===== config.mk =====
export PLATFORM = sky130hd
export DESIGN_NAME = piece_queue_sequencer
export DESIGN_NICKNAME = d
export VERILOG_FILES = /design/src/rtl/tetris_pkg.sv /design/src/rtl/piece_shift_queue.sv /design/src/rtl/piece_queue_sequencer.sv
export SDC_FILE = /design/constraint.sdc
export NUM_CORES = 1
export LEC_CHECK = 0
export ABC_AREA = 1
export CELL_PAD_IN_SITES_DETAIL_PLACEMENT = 0
export CELL_PAD_IN_SITES_GLOBAL_PLACEMENT = 1
export CORE_UTILIZATION = 39
export CTS_CLUSTER_SIZE = 20
export DETAILED_ROUTE_END_ITERATION = 8
export PLACE_DENSITY_LB_ADDON = 0.15
export SYNTH_ARGS = -nofsm -noshare
export SYNTH_HDL_FRONTEND = slang
export SYNTH_SLANG_ARGS = --single-unit
export TNS_END_PERCENT = 5

===== constraint.sdc =====
create_clock -name clk -period 18.7 [get_ports clk]
set_input_delay 3.74 -clock clk [delete_from_list [all_inputs] [get_ports clk]]
set_output_delay 3.74 -clock clk [all_outputs]
set_load 0.05 [all_outputs]

===== src/rtl/tetris_pkg.sv =====
// Shared types and constants for the Tetris piece sequencer.
package tetris_pkg;

  localparam int NUM_PIECES = 5;
  localparam int TYPE_W     = 3;

  typedef logic [TYPE_W-1:0] piece_t;

  typedef enum logic [1:0] {
    S_INIT = 2'd0,
    S_FILL = 2'd1,
    S_RUN  = 2'd2
  } seq_state_t;

endpackage


===== src/rtl/piece_shift_queue.sv =====
// DEPTH-entry shift FIFO: pop shifts every entry down, push lands at the
// lowest free index after the pop, and a head write port serves hold swaps.
module piece_shift_queue #(
  parameter int DEPTH = 3,
  parameter int W     = 3
) (
  input  logic               clk,
  input  logic               resetn,
  input  logic               push,
  input  logic               pop,
  input  logic [W-1:0]       push_data,
  input  logic               head_we,
  input  logic [W-1:0]       head_data,
  output logic [DEPTH*W-1:0] entries,
  output logic [3:0]         count
);

  logic [W-1:0] q_r   [DEPTH];
  logic [W-1:0] nxt_s [DEPTH];
  logic [3:0]   count_r;
  logic [3:0]   wr_idx_s;

  // Next queue contents: shift on pop, overwrite head on a swap, append on push.
  always_comb begin
    nxt_s    = q_r;
    wr_idx_s = count_r - {3'b000, pop};
    if (pop) begin
      for (int i = 0; i < DEPTH - 1; i++) begin
        nxt_s[i] = q_r[i+1];
      end
      nxt_s[DEPTH-1] = '0;
    end else begin
      nxt_s[0] = head_we ? head_data : q_r[0];
    end
    for (int i = 0; i < DEPTH; i++) begin
      nxt_s[i] = (push && (4'(i) == wr_idx_s)) ? push_data : nxt_s[i];
    end
  end

  // Queue storage and occupancy.
  always_ff @(posedge clk) begin
    if (!resetn) begin
      for (int i = 0; i < DEPTH; i++) begin
        q_r[i] <= '0;
      end
      count_r <= 4'd0;
    end else begin
      q_r     <= nxt_s;
      count_r <= count_r - {3'b000, pop} + {3'b000, push};
    end
  end

  // Flatten the entries, queue[i] at bits [i*W +: W].
  always_comb begin
    entries = '0;
    for (int i = 0; i < DEPTH; i++) begin
      entries[i*W +: W] = q_r[i];
    end
  end

  assign count = count_r;

endmodule


===== src/rtl/piece_queue_sequencer.sv =====
// Piece sequencer: reduces the random word to a piece type, rejects repeats of
// the tail with bounded rerolls, and feeds a preview queue. Optional hold slot
// is enabled with the HOLD_SLOT_EN macro.
module piece_queue_sequencer #(
  parameter int NUM_PIECES = tetris_pkg::NUM_PIECES,
  parameter int TYPE_W     = tetris_pkg::TYPE_W,
  parameter int DEPTH      = 3,
  parameter int MAX_REROLL = 2
) (
  input  logic                    clk,
  input  logic                    resetn,
  input  logic [31:0]             rnd_data,
  input  logic                    piece_req,
  output logic                    piece_valid,
  output logic [TYPE_W-1:0]       piece_type,
  output logic [DEPTH*TYPE_W-1:0] preview_types,
  output logic [3:0]              queue_count,
  input  logic                    hold_req,
  output logic                    hold_valid,
  output logic [TYPE_W-1:0]       hold_type
);

  import tetris_pkg::*;

  seq_state_t          state_r;
  seq_state_t          state_nxt_s;
  logic [7:0]          reroll_r;
  logic [31:0]         cand_full_s;
  logic [TYPE_W-1:0]   cand_s;
  logic [TYPE_W-1:0]   tail_s;
  logic [TYPE_W-1:0]   head_s;
  logic [3:0]          count_s;
  logic [3:0]          post_cnt_s;
  logic [DEPTH*TYPE_W-1:0] entries_s;
  logic                pop_req_s;
  logic                hold_move_s;
  logic                hold_swap_s;
  logic                shift_s;
  logic                eval_s;
  logic                accept_s;
  logic                reject_s;
  logic                head_we_s;
  logic [TYPE_W-1:0]   head_data_s;

  assign cand_full_s = rnd_data % 32'(NUM_PIECES);
  assign cand_s      = cand_full_s[TYPE_W-1:0];
  assign head_s      = entries_s[TYPE_W-1:0];

  // Tail entry of the queue (index count-1); still valid after a pop shift.
  always_comb begin
    tail_s = '0;
    for (int i = 0; i < DEPTH; i++) begin
      tail_s = (4'(i + 1) == count_s) ? entries_s[i*TYPE_W +: TYPE_W] : tail_s;
    end
  end

  // Accept/reject decision, evaluated against the post-pop queue.
  always_comb begin
    pop_req_s  = piece_req && piece_valid;
    shift_s    = pop_req_s || hold_move_s;
    post_cnt_s = count_s - {3'b000, shift_s};
    eval_s     = (state_r != S_INIT) && (post_cnt_s < 4'(DEPTH));
    accept_s   = eval_s && ((post_cnt_s == 4'd0) || (cand_s != tail_s) ||
                            (reroll_r == 8'(MAX_REROLL)));
    reject_s   = eval_s && !accept_s;
  end

  // Reroll counter: cleared by any accept, held while the queue is full.
  always_ff @(posedge clk) begin
    if (!resetn) begin
      reroll_r <= 8'd0;
    end else if (accept_s) begin
      reroll_r <= 8'd0;
    end else if (reject_s) begin
      reroll_r <= reroll_r + 8'd1;
    end else begin
      reroll_r <= reroll_r;
    end
  end

  // FSM state register.
  always_ff @(posedge clk) begin
    if (!resetn) begin
      state_r <= S_INIT;
    end else begin
      state_r <= state_nxt_s;
    end
  end

  // FSM next-state logic.
  always_comb begin
    state_nxt_s = state_r;
    case (state_r)
      S_INIT:  state_nxt_s = S_FILL;
      S_FILL:  state_nxt_s = (count_s == 4'(DEPTH)) ? S_RUN : S_FILL;
      S_RUN:   state_nxt_s = S_RUN;
      default: state_nxt_s = S_INIT;
    endcase
  end

  // FSM outputs.
  always_comb begin
    piece_valid = 1'b0;
    case (state_r)
      S_RUN:   piece_valid = (count_s != 4'd0);
      default: piece_valid = 1'b0;
    endcase
  end

`ifdef HOLD_SLOT_EN
  logic              hold_valid_r;
  logic [TYPE_W-1:0] hold_type_r;
  logic              hold_used_r;
  logic              hold_go_s;

  // One hold per piece; a simultaneous piece_req takes priority.
  always_comb begin
    hold_go_s   = hold_req && piece_valid && !piece_req && !hold_used_r;
    hold_move_s = hold_go_s && !hold_valid_r;
    hold_swap_s = hold_go_s && hold_valid_r;
  end

  // Hold slot and per-piece hold lockout.
  always_ff @(posedge clk) begin
    if (!resetn) begin
      hold_valid_r <= 1'b0;
      hold_type_r  <= '0;
      hold_used_r  <= 1'b0;
    end else if (pop_req_s) begin
      hold_used_r  <= 1'b0;
    end else if (hold_go_s) begin
      hold_valid_r <= 1'b1;
      hold_type_r  <= head_s;
      hold_used_r  <= 1'b1;
    end else begin
      hold_used_r  <= hold_used_r;
    end
  end

  assign head_we_s   = hold_swap_s;
  assign head_data_s = hold_type_r;
  assign hold_valid  = hold_valid_r;
  assign hold_type   = hold_type_r;
`else
  logic unused_hold_s;

  assign unused_hold_s = hold_req;
  assign hold_move_s   = 1'b0;
  assign hold_swap_s   = 1'b0;
  assign head_we_s     = 1'b0;
  assign head_data_s   = '0;
  assign hold_valid    = 1'b0;
  assign hold_type     = '0;
`endif

  piece_shift_queue #(
    .DEPTH (DEPTH),
    .W     (TYPE_W)
  ) u_queue (
    .clk       (clk),
    .resetn    (resetn),
    .push      (accept_s),
    .pop       (shift_s),
    .push_data (cand_s),
    .head_we   (head_we_s),
    .head_data (head_data_s),
    .entries   (entries_s),
    .count     (count_s)
  );

  assign piece_type    = head_s;
  assign preview_types = entries_s;
  assign queue_count   = count_s;

endmodule


Yosys cells after proc, flatten, opt, wreduce, memory -nomap -nowiden:

Cells that the tools add are included.
Widths: inputs -> output; s select.

* add/sub/neg operators: 3
* multiply operators: 0
* divide/modulo/power cells: 1
* order comparisons: 1
* eq/ne operators: 10
* shift-type cells: 0
* multiplexer cells: 11
* bitwise operators: 1
* reductions and logical operators: 18

Operator list (count)
* $mod 32x3->32 const B: 1
* $mux 3: 7
* $eq 2x4->1 const A: 3
* $add 8x1->8 const B: 1
* $eq 1x4->1 const A: 2
* $eq 8x2->1 const B: 1
* $reduce_bool 2->1: 4
* $logic_and 1x1->1: 7
* $mux 6: 1
* $pmux 2 s3: 1
* $add 4x1->4: 1
* $eq 4x2->1 const B: 1
* $logic_not 4->1: 1
* $lt 4x2->1 const B: 1
* $reduce_bool 4->1: 1
* $sub 4x1->4: 1
* $ne 3x3->1: 1
* $eq 2x1->1 const B: 1
* $eq 2x2->1 const B: 1
* $logic_not 2->1: 1
* $logic_or 1x1->1: 2
* $mux 2: 1
* $reduce_or 2->1: 1
* $logic_not 1->1: 1
* 2 further kinds: 2

* register bits after elaboration: 23
* bits in latches: 0
* RAM bits: 0
* memory bits (read-only): 0
* bits of input ports: 36
* output and inout port bits: 21
* logic and storage cells: 51
* memories: 0

Longest topological paths before layout:

Gate-level depths: netlist (run 1).

* word-level depth: 10
* mapped depth: 155
* depth with buffers taken out: 155

By module:

A second synthesis (run 1) with hierarchy kept.

* cells, all modules: 818
* area, all modules: 4707.0 µm²

Modules (own cells, without submodules)
* piece_queue_sequencer: instances 1, cells an instance 705, area an instance 3921.3 µm², seq. area each 200.2 µm²
* piece_shift_queue: instances 1, cells an instance 113, area an instance 785.8 µm², seq. area each 260.2 µm²

Worst setup path after synthesis (run 1):

No wires, ideal clock.

* kind: input port to flip-flop
* start: input port rnd_data[30]
* end: register u_queue.count_r[2] (netlist: u_queue.count[2])
* library setup time: 0.125 ns
* arrival time: 14.192 ns
* required time: 18.575 ns
* setup slack: 4.383 ns
* stages on the path: 146
* buffers on the path: 0
* cell sequence: inv_1 -> nand3_1 -> nand2_1 -> clkinv_2 -> nand3_1 -> nand3_2 -> nand2_2 -> nand3_2 -> nand2_2 -> nand2_2 -> nand2_2 -> nand2_2 -> nand2_1 -> nand2_1 -> inv_2 -> nand2_4 -> nand2_2 -> nand2_1 -> [... 110 more ...] -> nand3_1 -> nand2_2 -> nand3_4 -> xor2_1 -> inv_1 -> ha_1 -> inv_1 -> a21oi_4 -> nand4_1 -> nand2_2 -> nor2_1 -> nor2_2 -> nand3_4 -> and2_4 -> ha_1 -> ha_1 -> o21ai_0 -> a21oi_1

* word-level cells in the longest chain between the ends: 6

RTL lines
* start: declaration: RTL line piece_queue_sequencer.sv:12 `input logic [31:0] rnd_data,`
* $mod 32x3->32: RTL line piece_queue_sequencer.sv:45 `assign cand_full_s = rnd_data % 32'(NUM_PIECES);`
* $ne 3x3->1: RTL line piece_queue_sequencer.sv:63 `accept_s = eval_s && ((post_cnt_s == 4'd0) || (cand_s != tail_s) ||`
* $logic_or 1x1->1 (2 in series): RTL line piece_queue_sequencer.sv:63
* $logic_and 1x1->1: RTL line piece_queue_sequencer.sv:63
* $add 4x1->4: RTL line piece_shift_queue.sv:49 `count_r <= count_r - {3'b000, pop} + {3'b000, push};`
* end signal: assignment: RTL line piece_shift_queue.sv:49
* end: declaration: RTL line piece_shift_queue.sv:20 `logic [3:0] count_r;`

Every way passes these cells.
A chain may end at the register's enable or synchronous reset.

Worst setup path after layout (run 1):

* start: input port rnd_data[30]
* end: register reroll_r[3]

* word-level cells in the longest chain between the ends: 7
* elaborated cells on any way between the ends: 8
* those cells by class: div (1); eq/ne (1); reduce/logical (6)

RTL lines
* $mod 32x3->32 *: RTL line piece_queue_sequencer.sv:45
* $ne 3x3->1 *: RTL line piece_queue_sequencer.sv:63
* $logic_or 1x1->1 * (2 in series): RTL line piece_queue_sequencer.sv:63
* $logic_and 1x1->1 *: RTL line piece_queue_sequencer.sv:63
* $logic_not 1->1: RTL line piece_queue_sequencer.sv:65 `reject_s = eval_s && !accept_s;`
* $logic_and 1x1->1: RTL line piece_queue_sequencer.sv:65
* end signal: assignment: RTL line piece_queue_sequencer.sv:75 `reroll_r <= reroll_r + 8'd1;`
* end signal: assignment: RTL line piece_queue_sequencer.sv:77 `reroll_r <= reroll_r;`
* end: declaration: RTL line piece_queue_sequencer.sv:27 `logic [7:0] reroll_r;`

Mark *: on every way between the ends. The rest lies on a longest branch, timed or not.

==> results.sh, run 1 <==
export IMPL_status="finished, final reports clean"
export IMPL_synth_top_cell_area_share=0.175
export IMPL_drive_gt1_frac=0.227
export IMPL_rsz0062_at_grt="false"
export IMPL_slew_headroom=0.573
export IMPL_cts_max_level=1
export IMPL_nNetsFinal=875
export IMPL_ioPinCount=57
export IMPL_min_from="reroll_r[7]"
export IMPL_cp_common_cell="nand2_2"
export IMPL_tritoncts="yes"
export IMPL_post_drt_wl_per_cell_um=9.49
export IMPL_grt_pass1_wl_mm=16.6
export IMPL_place_area_sq_um=5040
export IMPL_crit_family="simple AND/OR/NAND/NOR gates"
export IMPL_synth_top_cell_by_area="nand2_1"
export IMPL_synth_avg_cell_area_sq_um=5.66
export IMPL_hp_class="reg2reg"
export IMPL_clockBufferDepth=2
export IMPL_numClockSinks=23
export IMPL_grt_overflow=0
export IMPL_grt_usage=0.163
export IMPL_core_sq_um=10900
export IMPL_finalClockSkew_ns=0.00296
export IMPL_fill_cells=1200
export IMPL_grt_start_max_net_pins=14
export IMPL_critical_path_class="in2reg"
export IMPL_endpoint_kind="flop"
export IMPL_worstPathArrival_ns=16.26
export IMPL_worst_hold_path_num_cells=2
export IMPL_cts_resized_gates=0
export IMPL_cts_hold_buf=0
export IMPL_maxSlewViolCount=0
export IMPL_seq_area_frac_synth=0.104
export IMPL_portBuffers=51
export IMPL_die_h_um=108
export IMPL_tightest_slew_ns=0.637
export IMPL_hold_viol_final=0
export IMPL_worst_path_buf_inv=20
export IMPL_synth_cells=781
export IMPL_final_cell_area_sq_um=5120
export IMPL_maxCapViolations=0
export IMPL_ant_nets=0
export IMPL_clkTransAtPathRegs_ns=0.06
export IMPL_cpMaxStageDelayCell="clkdlybuf4s50_1"
export IMPL_finalWeightedCongestion=0.793
export IMPL_cp_max_fo=11
export IMPL_drt_wl_total_mm=9.18
export IMPL_post_route_period_util=0.859
export IMPL_antenna_found_initial=0
export IMPL_clk_latency_ns=0.25
export IMPL_yosysUniqueCellTypes=42
export IMPL_setup_tns_ns=0
export IMPL_finalCriticalPeriod_ns=16.06
export IMPL_critPathLaunch="rnd_data[30]"
export IMPL_yosys_top_cells_area="nand2_1 (17%), nand3_1 (15%), nand2_2 (13%)"
export IMPL_drt_pass1_iterations=4
export IMPL_finalSetupViolations=0
export IMPL_viasPerCell=4.86
export IMPL_syn_to_final_growth_pct=15.8
export IMPL_cp_depth=137
export IMPL_syn_area_sq_um=4420
export IMPL_fp_dieW_um=108
export IMPL_max_freq_mhz=62.2
export IMPL_ff2ff_path_depth=16
export IMPL_cts_setup_buffers=0
export IMPL_yosys_warnings=0
export IMPL_numCtsBuffers=3
export IMPL_r2r_start="u_queue.count[1]"
export IMPL_antenna_cells=0
export IMPL_cpPeakStageDelay_ns=0.52
export IMPL_start_kind="primary input"
export IMPL_dieArea_sq_um=11800
export IMPL_synth_seq_cells=23
export IMPL_start_util=0.404
export IMPL_vias=4700
export IMPL_drtIter0Drc=169
export IMPL_cp_required_ns=18.89
export IMPL_row_count=38
export IMPL_dp_hpwl_mm=7.98
export IMPL_cts_root_buffer="clkbuf_16"
export IMPL_drc=0
export IMPL_grt_pass1_vias=4338
[cell type report]
class	count	area [sq um]	share of cell area
Inverter	148	587	0.115
Sequential cell	23	460	0.0899
Clock buffer	3	75.1	0.0147
Clock inverter	1	5.00	0.000978
Timing Repair Buffer	51	510	0.0997
Tap cell	140	175	0.0342
Multi-Input combinational cell	602	3310	0.646
[state kept, by name, indices dropped and copies added, names as in the netlist]
signal / count
u_queue.entries: 9
state_r: 2
reroll_r: 8
u_queue.count: 4
[metrics by stage]
step                utilization  instances  hold slack [ns]  setup WS [ns]
floorplan                     -        784            0.448           4.38
global placement          0.461        964            0.457           2.67
detailed placement        0.461        964            0.463           2.30
CTS                       0.468        968            0.477           2.53
global route              0.468        968            0.491          0.860
finish                    0.468        968            0.472           2.64
[cell usage in the layout, fill, tap and decap left out, drive strengths merged]
| master | instances |
|---|---|
| a21oi | 24 |
| a221oi | 2 |
| and2 | 1 |
| bufinv | 2 |
| clkbuf | 3 |
| clkdlybuf4s50 | 51 |
| clkinv | 6 |
| conb | 4 |
| dfxtp | 23 |
| ha | 10 |
| inv | 141 |
| nand2 | 305 |
| nand3 | 155 |
| nand3b | 1 |
| nand4 | 23 |
| nor2 | 25 |
| nor3 | 5 |
| nor4 | 1 |
| o2111ai | 1 |
| o211ai | 4 |
| o21a | 1 |
| o21ai | 26 |
| o21bai | 1 |
| or2 | 2 |
| xor2 | 11 |
[layer usage]
layer  vias up  wire length (um)  track usage
met5         -                 0            0
met4         0                42       0.0193
met3         4               278       0.0157
met2        51              4550        0.318
met1      2059              4310        0.194
li1       2586                 -            -
[cell families after synthesis]
group / after synthesis / share of synthesized area
compound gates: 59 / 0.0854
xor+xnor: 11 / 0.0218
fa+ha+maj: 10 / 0.0283
buf+inv: 159 / 0.151
flops: 23 / 0.104
other cells: 1 / 0.000848
simple gates: 518 / 0.609
[worst register-to-register path, cell delays in order (launching register included)]
cell     delay, ns
dfxtp_1       0.33
nor2_1        0.15
nand2_1       0.08
o21ai_0       0.15
inv_1         0.08
nand2_1       0.30
inv_1         0.17
ha_1          0.23
ha_1          0.19
xor2_1        0.17
nor2_1        0.12
inv_1         0.08
nor3_2        0.49
nand4_1       0.51
inv_1         0.34
nand3_1       0.13
a21oi_2       0.15
[path summary, 6_finish.rpt]
| check | end | slack [ns] |
|---|---|---|
| hold / removal | reroll_r[7] | 0.47 |
| setup reg to reg | reroll_r[3] | 14.96 |
| hold reg to reg | reroll_r[7] | 0.47 |
| setup / recovery | reroll_r[3] | 2.64 |
[synthesized netlist by cell type (all sizes together)]
cell type / count
xor2: 11
ha: 10
nor3: 5
clkinv: 5
nand2: 305
conb: 1
a21oi: 24
nor2: 25
nand3: 155
a221oi: 2
nor4: 1
or2: 2
buf: 10
bufinv: 2
o211ai: 4
o21a: 1
inv: 141
o2111ai: 1
nand3b: 1
clkbuf: 1
and2: 1
dfxtp: 23
nand4: 23
o21ai: 26
o21bai: 1
Power of run 1 is left out: the tool's default activity adds up to more than one toggle a clock period on the data nets, which glitch-free logic cannot reach.
==> run 2, diff against run 1 <==
--- a/config.mk
+++ b/config.mk
@@ -12,6 +12,7 @@
 export CTS_CLUSTER_SIZE = 20
 export DETAILED_ROUTE_END_ITERATION = 8
 export PLACE_DENSITY_LB_ADDON = 0.15
+export SLEW_MARGIN = 10
 export SYNTH_ARGS = -nofsm -noshare
 export SYNTH_HDL_FRONTEND = slang
 export SYNTH_SLANG_ARGS = --single-unit
==> results of run 2 <==
Final layout, timing and power as in run 1 (identical DEF).
Power of run 2 is left out for the same reason.
==> run 3, diff against run 2 <==
--- a/config.mk
+++ b/config.mk
@@ -11,6 +11,7 @@
 export CORE_UTILIZATION = 39
 export CTS_CLUSTER_SIZE = 20
 export DETAILED_ROUTE_END_ITERATION = 8
+export HOLD_SLACK_MARGIN = 0.12
 export PLACE_DENSITY_LB_ADDON = 0.15
 export SLEW_MARGIN = 10
 export SYNTH_ARGS = -nofsm -noshare
==> results of run 3 <==
Final layout, timing and power as in run 1 (identical DEF).
Power of run 3 is left out for the same reason.
